===== src/rtl/clock_step_ctrl.sv =====
// Board-side clock/reset conditioner for the A09 CPU: debounced buttons,
// single-step or divided free-running CPU clock, held CPU reset, edge counter.
module clock_step_ctrl #(
    parameter int unsigned DebounceCycles  = 160000,
    parameter int unsigned RunDivisor      = 8000000,
    parameter int unsigned PulseCycles     = 4,
    parameter int unsigned ResetHoldCycles = 16
) (
    input  logic        Clk,
    input  logic        Reset,
    input  logic        Step_Btn,
    input  logic        Mode_Btn,
    input  logic        Rst_Btn,
    input  logic        Halt,
    output logic        Cpu_Clk,
    output logic        Cpu_Reset,
    output logic        Run_Mode,
    output logic [15:0] Cyc_Count
);

    localparam int unsigned DbW   = $clog2(DebounceCycles + 1);
    localparam int unsigned DivW  = $clog2(RunDivisor + 1);
    localparam int unsigned PulW  = $clog2(PulseCycles + 1);
    localparam int unsigned HoldW = $clog2(ResetHoldCycles + 1);

    localparam logic [DbW-1:0]   DbLast   = DbW'(DebounceCycles - 1);
    localparam logic [DivW-1:0]  DivLast  = DivW'(RunDivisor - 1);
    localparam logic [PulW-1:0]  PulLast  = PulW'(PulseCycles - 1);
    localparam logic [HoldW-1:0] HoldLast = HoldW'(ResetHoldCycles - 1);

    localparam logic [1:0] RESETTING = 2'd0;
    localparam logic [1:0] STEP      = 2'd1;
    localparam logic [1:0] RUN       = 2'd2;

    // Bit 0 = step, bit 1 = mode, bit 2 = reset request
    logic [2:0]     btn_raw;
    logic [2:0]     sync1, sync2, deb, press;
    logic [DbW-1:0] db_cnt [3];

    assign btn_raw = {Rst_Btn, Mode_Btn, Step_Btn};

    always_ff @(posedge Clk or negedge Reset) begin
        if (!Reset) begin
            sync1 <= '0;
            sync2 <= '0;
            deb   <= '0;
            press <= '0;
            for (int unsigned i = 0; i < 3; i++) db_cnt[i] <= '0;
        end else begin
            sync1 <= btn_raw;
            sync2 <= sync1;
            press <= '0;
            for (int unsigned i = 0; i < 3; i++) begin
                if (sync2[i] == deb[i]) begin
                    db_cnt[i] <= '0;
                end else if (db_cnt[i] == DbLast) begin
                    db_cnt[i] <= '0;
                    deb[i]    <= sync2[i];
                    press[i]  <= sync2[i];
                end else begin
                    db_cnt[i] <= db_cnt[i] + 1'b1;
                end
            end
        end
    end

    logic [1:0]       state, state_nxt;
    logic [HoldW-1:0] hold_cnt, hold_nxt;
    logic [DivW-1:0]  div_cnt, div_nxt;
    logic [PulW-1:0]  pulse_cnt, pulse_nxt;
    logic             pending, pend_nxt;
    logic             clk_nxt, rst_nxt;
    logic [15:0]      cyc_nxt;

    always_comb begin
        state_nxt = state;
        hold_nxt  = hold_cnt;
        div_nxt   = div_cnt;
        pulse_nxt = pulse_cnt;
        pend_nxt  = pending;
        clk_nxt   = Cpu_Clk;
        rst_nxt   = Cpu_Reset;
        if (press[2]) begin
            state_nxt = RESETTING;
            clk_nxt   = 1'b0;
            rst_nxt   = 1'b1;
            hold_nxt  = '0;
            div_nxt   = '0;
            pulse_nxt = '0;
            pend_nxt  = 1'b0;
        end else if (state == RESETTING) begin
            clk_nxt  = 1'b0;
            rst_nxt  = 1'b1;
            pend_nxt = 1'b0;
            if (hold_cnt == HoldLast) begin
                hold_nxt  = '0;
                rst_nxt   = 1'b0;
                state_nxt = STEP;
            end else begin
                hold_nxt = hold_cnt + 1'b1;
            end
        end else begin
            if (press[1]) pend_nxt = !pending;
            // A second press landing on the apply cycle cancels rather than applies
            if (pending && !press[1] && !Cpu_Clk) begin
                state_nxt = (state == RUN) ? STEP : RUN;
                div_nxt   = '0;
                pulse_nxt = '0;
                pend_nxt  = 1'b0;
            end else if (state == STEP) begin
                if (Cpu_Clk) begin
                    if (pulse_cnt == PulLast) begin
                        clk_nxt   = 1'b0;
                        pulse_nxt = '0;
                    end else begin
                        pulse_nxt = pulse_cnt + 1'b1;
                    end
                end else if (press[0]) begin
                    clk_nxt   = 1'b1;
                    pulse_nxt = '0;
                end
            end else begin
                if (div_cnt == DivLast) begin
                    div_nxt = '0;
                    if (Cpu_Clk) clk_nxt = 1'b0;
                    else if (!Halt) clk_nxt = 1'b1;
                end else begin
                    div_nxt = div_cnt + 1'b1;
                end
            end
        end

        cyc_nxt = Cyc_Count;
        if (state_nxt == RESETTING) cyc_nxt = '0;
        else if (clk_nxt && !Cpu_Clk) cyc_nxt = Cyc_Count + 16'd1;
    end

    always_ff @(posedge Clk or negedge Reset) begin
        if (!Reset) begin
            state     <= RESETTING;
            hold_cnt  <= '0;
            div_cnt   <= '0;
            pulse_cnt <= '0;
            pending   <= 1'b0;
            Cpu_Clk   <= 1'b0;
            Cpu_Reset <= 1'b1;
            Run_Mode  <= 1'b0;
            Cyc_Count <= '0;
        end else begin
            state     <= state_nxt;
            hold_cnt  <= hold_nxt;
            div_cnt   <= div_nxt;
            pulse_cnt <= pulse_nxt;
            pending   <= pend_nxt;
            Cpu_Clk   <= clk_nxt;
            Cpu_Reset <= rst_nxt;
            Run_Mode  <= (state_nxt == RUN);
            Cyc_Count <= cyc_nxt;
        end
    end

endmodule


===== config.mk =====
export PLATFORM = sky130hd
export DESIGN_NAME = clock_step_ctrl
export DESIGN_NICKNAME = d
export VERILOG_FILES = /design/src/rtl/clock_step_ctrl.sv
export SDC_FILE = /design/constraint.sdc
export NUM_CORES = 1
export LEC_CHECK = 0
export BUFFER_PORTS_ARGS = -buffer_cell sky130_fd_sc_hd__buf_4
export CELL_PAD_IN_SITES_DETAIL_PLACEMENT = 0
export CELL_PAD_IN_SITES_GLOBAL_PLACEMENT = 1
export CORE_MARGIN = 5
export CORE_UTILIZATION = 44
export CTS_CLUSTER_SIZE = 16
export DETAILED_ROUTE_END_ITERATION = 7
export GPL_TIMING_DRIVEN = 0
export PLACE_DENSITY = 0.83
export SLEW_MARGIN = 20
export SYNTH_ARGS = -nofsm -noshare
export SYNTH_HDL_FRONTEND = slang
export SYNTH_SLANG_ARGS = --single-unit

===== constraint.sdc =====
create_clock -name Clk -period 2.1 [get_ports Clk]
set_input_delay 0.42 -clock Clk [delete_from_list [all_inputs] [get_ports Clk]]
set_output_delay 0.42 -clock Clk [all_outputs]
set_load 0.02 [all_outputs]

## Yosys cells after proc, flatten, opt, wreduce, memory -nomap -nowiden

Cells that the tools add are included.
Widths: inputs -> output; s select.

| storage, ports and cells | value |
|---|---|
| output and inout port bits | 19 |
| register bits | 119 |
| logic and storage cells | 111 |
| bits of input ports | 6 |

| cells by class | value |
|---|---|
| add/subtract/negate cells | 7 |
| equal/unequal tests | 14 |
| reductions and logical operators | 18 |
| muxes and demuxes | 51 |
| bitwise operators | 3 |

Operators with widths:

| cell | count |
|---|---|
| $mux 23 | 5 |
| $mux 18 | 6 |
| $add 18x1->18 const B | 3 |
| $eq 18x18->1 const B | 3 |
| $mux 16 | 2 |
| $add 23x1->23 const B | 1 |
| $eq 23x23->1 const B | 1 |
| $mux 1 | 23 |
| $mux 3 | 7 |
| $add 16x1->16 const B | 1 |
| $mux 5 | 3 |
| $mux 2 | 5 |
| $reduce_and 2->1 | 4 |
| $reduce_bool 4->1 | 2 |
| $add 5x1->5 const B | 1 |
| $eq 5x4->1 const B | 1 |
| $eq 2x2->1 const B | 2 |
| $logic_not 2->1 | 2 |
| $reduce_bool 2->1 | 2 |
| $add 3x1->3 const B | 1 |
| $eq 1x1->1 | 3 |
| $eq 3x2->1 const B | 1 |
| $logic_and 1x1->1 | 3 |
| $logic_not 1->1 | 3 |
| other kinds (6) | 8 |

## Longest topological paths before layout

Gate-level depths: netlist of the first run.

| logic depth | value |
|---|---|
| depth in word-level cells | 10 |
| depth in mapped cells | 8 |
| depth with buffers taken out | 6 |

## Worst setup path before layout of the first run

OpenSTA, ideal clock, no wires.

| timing path | value |
|---|---|
| path kind | flip-flop to flip-flop |
| from | register Cpu_Clk |
| to | register Cyc_Count[10] |
| setup time | 78 ps |
| path slack | 9 ps |
| arrival time | 2013 ps |
| cell stages (with the launch flop) | 7 |
| required time | 2022 ps |
| path buffers | 2 |
| clock period less this slack | 2091 ps |
| cell sequence | dfrtp_1 clkbuf_1 nor4_1 clkbuf_1 nand4_1 or4_1 a21oi_1 |

| on the way | value |
|---|---|
| word-level cells in the longest chain between the ends | 8 |
| elaborated cells between the ends (all ways) | 16 |
| classes of those cells | mux (11); reduce/logical (5) |

RTL lines:

| item | line | source |
|---|---|---|
| from (decl) | 15 | `output logic Cpu_Clk,` |
| from (signal assigned) | 155 | `Cpu_Clk <= clk_nxt;` |
| $mux 1 | 125 | `if (Cpu_Clk) clk_nxt = 1'b0;` |
| $mux 1 | 123 | `if (div_cnt == DivLast) begin` |
| $mux 1 | 110 | `end else if (state == STEP) begin` |
| $mux 1 | 105 | `if (pending && !press[1] && !Cpu_Clk) begin` |
| $mux 1 | 91 | `end else if (state == RESETTING) begin` |
| $mux 1 | 83 | `if (press[2]) begin` |
| $logic_and 1x1->1 | 135 | `else if (clk_nxt && !Cpu_Clk) cyc_nxt = Cyc_Count + 16'd1;` |
| $reduce_bool 2->1 (no source line) | n/a |  |
| to (signal assigned) | 158 | `Cyc_Count <= cyc_nxt;` |
| to (decl) | 18 | `output logic [15:0] Cyc_Count` |

Parallel ways exist; a longest one is shown, timed or not.
A chain may end at the register's enable or synchronous reset.

## Final worst setup path of the first run

| timing path | value |
|---|---|
| from | register div_cnt[15] |
| to | register Cyc_Count[13] |

| on the way | value |
|---|---|
| word-level cells in the longest chain between the ends | 8 |

RTL lines:

| item | line | source |
|---|---|---|
| from (decl) | 69 | `logic [DivW-1:0] div_cnt, div_nxt;` |
| from (signal assigned) | 152 | `div_cnt <= div_nxt;` |
| $eq 23x23->1 | 123 |  |
| $mux 1 | 123 |  |
| $mux 1 | 110 |  |
| $mux 1 | 105 |  |
| $mux 1 | 91 |  |
| $mux 1 | 83 |  |
| $logic_and 1x1->1 | 135 |  |
| $reduce_bool 2->1 (no source line) | n/a |  |

Every way passes these cells.

==> out/results.txt, run 1 <==
Status: finished with violations
Failing checks: setup timing
Final hold vios: 0
Cell Chain, Critical Path: or4b_4 > nor4_4 > buf_4 > a31oi_4 > buf_6 > or3_4 > a21oi_1
DRT Pass-1 Iters: 4
Max Fclk: 0.472 GHz
H-tree levels: 4
CTS tree: built
Routed via count: 4327
First-pass GRT wire length: 20.1 mm
Sw frac: 0.198
Residual DRC: 0
Synth async-reset ratio: 1.00
CP bufs+invs: 2
Comb power frac: 0.019
Worst path required time: 2.44 ns
Max-Cap Viols: 0
Layout cells sized above 1: 0.173
Root Buffer Master: clkbuf_16
Routability Congestion: 0.813
Clock group share of total power: 0.556
Area added between synthesis and finish: 23.4%
Layout net count: 638
Full die area: 15200 µm²
Peak supply drop: 0.463 mV
Drt initial violations: 265
RSZ-0062 raised after global routing: yes
Core Region: 12600 µm²
Commonest non-fill, non-tap cell in the layout: dfrtp_1
P_sw: 1080 µW
Post-route ant nets: 0
EDFF count, synth: 0
Core Rows: 41
Register area share after synthesis: 0.528
Post-synth top area share: 0.523
Syn nets: 584
Syn Inst Count: 571
Count of state elements after synthesis: 119
CP Max Fanout: 5
Distinct cell type count after synthesis: 48
Final setup violation count: 3
Syn_area_per_cell: 9.88 µm²
Vias in the first global route: 4360
Io pins: 25
Fin. max-slew vios: 0
Hold EP: sync1[0]
Largest net degree at the start of global routing: 71
Worst slew margin: 0.469
RR Endpoint: Cyc_Count[13]
Setup slack, reg-to-reg: -0.02 ns
Final period util: 1.01
CP peak stage delay: 0.56 ns
CP top delay family: simple AND/OR/NAND/NOR gates
Count of buffers from port buffering: 24
Initial Util: 0.447
Fin worst setup slack: -0.0185 ns
Pre-CTS WS: -0.365 ns
Diode count: 0
CTS Sinks: 119
Smallest hold slack: 0.112 ns
Synth Warn #: 0
Worst setup skew after layout: 0.00398 ns
Fill cells: 1116
Gr usage total: 0.167
Worst R2R Start: div_cnt[15]
Slew @ Worst Pin: 0.789 ns
Power per cell area: 788 nW/µm²
Worst Hold Depth: 1
Synth area leader: dfrtp_1
Via/cell ratio: 5.35
Final period demand of the worst path: 2.12 ns
Most frequent cells in the layout: 117 x dfrtp_1, 89 x nor2_1, 49 x xor2_1
Clock slew at the register clock pins of the worst setup and hold paths: 0.05 ns
Initial antenna violation count: 0
DIE WIDTH: 123 µm
Reg power frac: 0.425
GR Overflow Total: 0
Final Util: 0.552
WL final: 11.5 mm
Int Pwr: 4400 µW
Number of cells on the worst reg-to-reg path: 7
CP Data Arrival Time: 2.45 ns
Predominant post-synthesis flop cell: dfrtp_1
HP Class: in -> reg
DP Wirelength: 7.64 mm
P_leak: 0.00311 µW
Die Y: 123 µm
Top cells by area, synth: dfrtp_1 52%, xor2_1 7.6%, nor2_1 6.0%, nand2_1 3.3%, nand3_1 3.0%
CP Capture Type: flip-flop
Critical path type: reg -> reg
Cts bufs inserted: 17
Clock tree buffer depth: 2
HP Start: Step_Btn
Slowest CP cell: or4b_4
Worst-skew pair later-pin latency: 0.41 ns
Post-synthesis cell area: 5640 µm²
Post-DR wirelength/cell: 14.3 µm
Critical path startpoint category: flip-flop
==> how the worst max path moves through the flow <==
stage / start / end / cells after the start
after floorplan: Cpu_Clk / Cyc_Count[10] / 6
after CTS: div_cnt[15] / Cyc_Count[7] / 6
after global routing: div_cnt[15] / Cyc_Count[12] / 7
final: div_cnt[15] / Cyc_Count[13] / 7
after global placement: Cpu_Clk / div_cnt[11] / 6
after detailed placement: Cpu_Clk / div_cnt[11] / 6
==> final cells by class <==
type	instances	area, µm²	share of cell area
timing repair buffer	38	317	0.0455
clock buffer	21	470	0.0676
clock inverter	10	150	0.0216
sequential	119	2980	0.428
buffer	10	68.8	0.00988
tap	172	215	0.0309
multi-input combinational	429	2730	0.391
inverter	10	37.5	0.00539
==> synthesized netlist by cell type, types with 4 or more instances <==
cell type	count
nor3b_1	4
nor4_1	7
nand3_1	34
nor2_1	90
nand2_1	49
nand4_1	25
nor3_1	13
ha_1	7
nor2b_1	6
inv_1	10
dfrtp_1	118
o31ai_1	7
mux2i_1	4
clkbuf_1	10
and3_1	15
or4_1	6
xor2_1	49
a21oi_1	25
nand2b_1	6
xnor2_1	18
o21ai_0	16
or3_1	12
==> timing repair <==
| action | in CTS | in global routing |
|---|---|---|
| gates cloned | 2 | 0 |
| endpoints found under the hold margin | 49 | 0 |
| gates resized for setup | 17 | 27 |
| hold buffers | 1 | 0 |
| pin swaps | 18 | 11 |
| buffers inserted | 6 | 5 |
| setup endpoints to repair | 62 | 65 |
==> logic make-up after synthesis <==
family                   Yosys count  share of synthesized area
multiplexers                       7                     0.0131
flip-flops                       119                      0.528
buffers and inverters             24                     0.0171
XOR/XNOR                          67                      0.104
AO/OA/AOI/OAI                     61                     0.0656
AND/OR/NAND/NOR                  286                      0.257
adder cells (fa/ha/maj)            7                     0.0155
==> per-stage QoR <==
stage	TNS [ns]	std cells	instance area [µm²]	power [µW]
final	-0.0242	809	6960	5490
after global routing	-0.806	809	6960	5650
after CTS	-0.120	807	6830	5540
after detailed placement	-10.84	768	6070	2480
after global placement	-8.42	767	6040	2470
after floorplan	0	571	5640	2410
==> worst reg2reg max path: stages (launching register included) <==
cell     delay [ns]
dfrtp_1        0.39
or4b_4         0.56
nor4_4         0.14
buf_4          0.19
a31oi_4        0.12
buf_6          0.18
or3_4          0.35
a21oi_1        0.12
==> flip-flops by register name, summed over array words and instances (netlist names), 2 cells and up <==
signal	flops
db_cnt	54
Cyc_Count	16
pulse_cnt	3
hold_cnt	5
state	2
div_cnt	23
sync1	3
deb	3
sync2	3
press	3
==> layer usage <==
layer	part of all wire	routed length, µm	global-route usage
met1	0.46	5250	0.212
met2	0.48	5520	0.264
met3	0.041	468	0.0448
met4	0.026	297	0.0830
met5	0	0	0
==> power groups by stage <==
stage,clock (µW),combinational (µW),sequential (µW)
2_1_floorplan,0,37.8,2370
3_3_place_gp,0,99.1,2370
3_5_place_dp,0,109,2370
4_1_cts,3090,110,2330
5_1_grt,3190,127,2330
6_report,3050,105,2330
No activity file was read; power rests on OpenSTA's default activity.
==> run 2, diff against run 1 <==
BUFFER_PORTS_ARGS = not set   (was -buffer_cell sky130_fd_sc_hd__buf_4)
CORE_UTILIZATION = 45   (was 44)
DONT_BUFFER_PORTS = 1   (was not set)
MAX_ROUTING_LAYER = met4   (was not set)
PLACE_DENSITY = 0.82   (was 0.83)
==> run 2 against run 1 <==
  * The flow finishes with violations (hold timing, setup timing)
  * Via count fell by 2.9%
  * Wire length decreased by 1.4%
  * Power down 4.9%
  * Clock skew up 0.0040 ns
==> out/results.txt, run 2 (synthesized netlist as in run 1, its figures left out) <==
Status: finished with violations
Failing checks: hold timing, setup timing
P_leak: 0.00292 µW
Final period util: 1.02
Residual DRC: 0
Fin worst setup slack: -0.0358 ns
Final period demand of the worst path: 2.14 ns
Die Y: 122 µm
Top reg by flops: db_cnt
DRT Pass-1 Iters: 4
Final setup violation count: 8
Clock slew at the register clock pins of the worst setup and hold paths: 0.05 ns
Smallest hold slack: -0.306 ns
Max Fclk: 0.468 GHz
CTS Sinks: 119
Final Power: 5220 µW
Full die area: 14900 µm²
P_sw: 1050 µW
Slew @ Worst Pin: 0.728 ns
Initial antenna violation count: 0
Worst path required time: 2.38 ns
Root Buffer Master: clkbuf_16
Area added between synthesis and finish: 18.1%
Sw frac: 0.201
Routed via count: 4202
Largest net degree at the start of global routing: 120
Inst Count DP: 743
Vias in the first global route: 4186
Clock tree buffer depth: 2
Count of buffers from port buffering: 0
Cts bufs inserted: 17
Layout net count: 610
Routability Congestion: 0.803
DP Wirelength: 7.25 mm
Via/cell ratio: 5.37
GR Overflow Total: 0
Peak supply drop: 0.437 mV
Max-Cap Viols: 0
Worst slew margin: 0.510
Worst R2R Start: div_cnt[15]
RR Endpoint: Cyc_Count[8]
Final instance area: 6670 µm²
Clock group share of total power: 0.544
Fin. max-slew vios: 0
Gr usage total: 0.174
Pre-CTS WS: -0.573 ns
Layout cells sized above 1: 0.120
Max FFs per register: 54
Worst setup skew after layout: 0.00797 ns
CP Capture Type: flip-flop
DIE WIDTH: 122 µm
Critical path startpoint category: flip-flop
Io pins: 25
Final Util: 0.535
Placed cell areas: 5860 µm²
Power per cell area: 783 nW/µm²
CP Data Arrival Time: 2.41 ns
Finished Layout Cells: 782
Most frequent cells in the layout: 117 x dfrtp_1, 89 x nor2_1, 49 x xor2_1
Core Rows: 41
Post-route ant nets: 0
H-tree levels: 4
Setup slack, reg-to-reg: -0.04 ns
Int Pwr: 4170 µW
Drt initial violations: 360
First-pass GRT wire length: 19.8 mm
Diode count: 0
Core Region: 12500 µm²
RSZ-0062 raised after global routing: yes
HP Class: in -> async
Critical path type: reg -> reg
Worst-skew pair later-pin latency: 0.42 ns
Largest registers: db_cnt x54, div_cnt x23, Cyc_Count x16
Comb power frac: 0.009
Reg power frac: 0.447
CP Max Fanout: 7
WL final: 11.4 mm
Post-DR wirelength/cell: 14.5 µm
Number of cells on the worst reg-to-reg path: 7
Final hold vios: 119
CTS tree: built
Commonest non-fill, non-tap cell in the layout: dfrtp_1
Initial Util: 0.453
[run 2: cell types whose count changed in the layout (fill, tap and decap cells not counted), sizes merged]
cell,before,now
buf,41,14
clkbuf,27,31
bufinv,4,1
clkinv,6,4
clkinvlp,0,2
dlygate4sd3,1,0
[run 2: what timing repair did]
action / 4_1_cts / 5_1_grt
pin swaps: 19 / 4
resized for setup: 23 / 11
cloned: 3 / 0
endpoints found under the setup margin: 65 / 77
buffers inserted: 9 / 0
hold endpoints to repair: 119 / 119
[run 2: how the worst max path moves through the flow]
stage,endpoint,from,cells after the start,slack (ns)
CTS,Cyc_Count[6],div_cnt[15],7,-0.02
global placement,div_cnt[11],Cpu_Clk,6,-0.52
floorplan,Cyc_Count[10],Cpu_Clk,6,0.009
detailed placement,div_cnt[17],Cpu_Clk,6,-0.57
finish,Cyc_Count[8],div_cnt[15],7,-0.04
global route,Cyc_Count[14],div_cnt[15],6,-0.14
[run 2: stage by stage]
stage          setup TNS, ns  hold slack (ns)
2_1_floorplan              0            0.124
3_3_place_gp          -12.16            0.127
5_1_grt                -1.55           -0.326
4_1_cts              -0.0402           -0.323
3_5_place_dp          -13.79            0.127
6_report              -0.153           -0.306
[run 2: power groups by stage]
stage / sequential [µW] / clock (µW) / combinational (µW)
after floorplan: 2370 / 0 / 37.8
after global placement: 2370 / 0 / 47.1
after detailed placement: 2370 / 0 / 48.4
after CTS: 2330 / 2890 / 46.8
after global routing: 2340 / 2990 / 54.0
final: 2330 / 2840 / 45.5
[run 2: critical path: stages, from the launching register on]
cell,delay [ns]
dfrtp_1,0.37
or4b_4,0.56
nor4_4,0.17
buf_6,0.17
a31oi_4,0.15
buf_4,0.22
o31ai_2,0.27
a21oi_1,0.09
[run 2: layout make-up]
class / count / area, µm²
plain buffers: 9 / 66.3
clock buffers: 25 / 526
clock inverters: 7 / 65.1
fillers: 1093 / 5800
inverters: 10 / 37.5
multi-input cells: 429 / 2690
flip-flops and latches: 119 / 2980
well taps: 172 / 215
repair buffers: 11 / 90.1
[run 2: metal layers]
| layer | GRT usage | vias to the layer above | wire, µm |
|---|---|---|---|
| met5 | - | - | 0 |
| met4 | 0.0763 | 0 | 248 |
| met3 | 0.0492 | 22 | 561 |
| met2 | 0.265 | 83 | 5330 |
| met1 | 0.218 | 2049 | 5230 |
| li1 | - | 2048 | - |
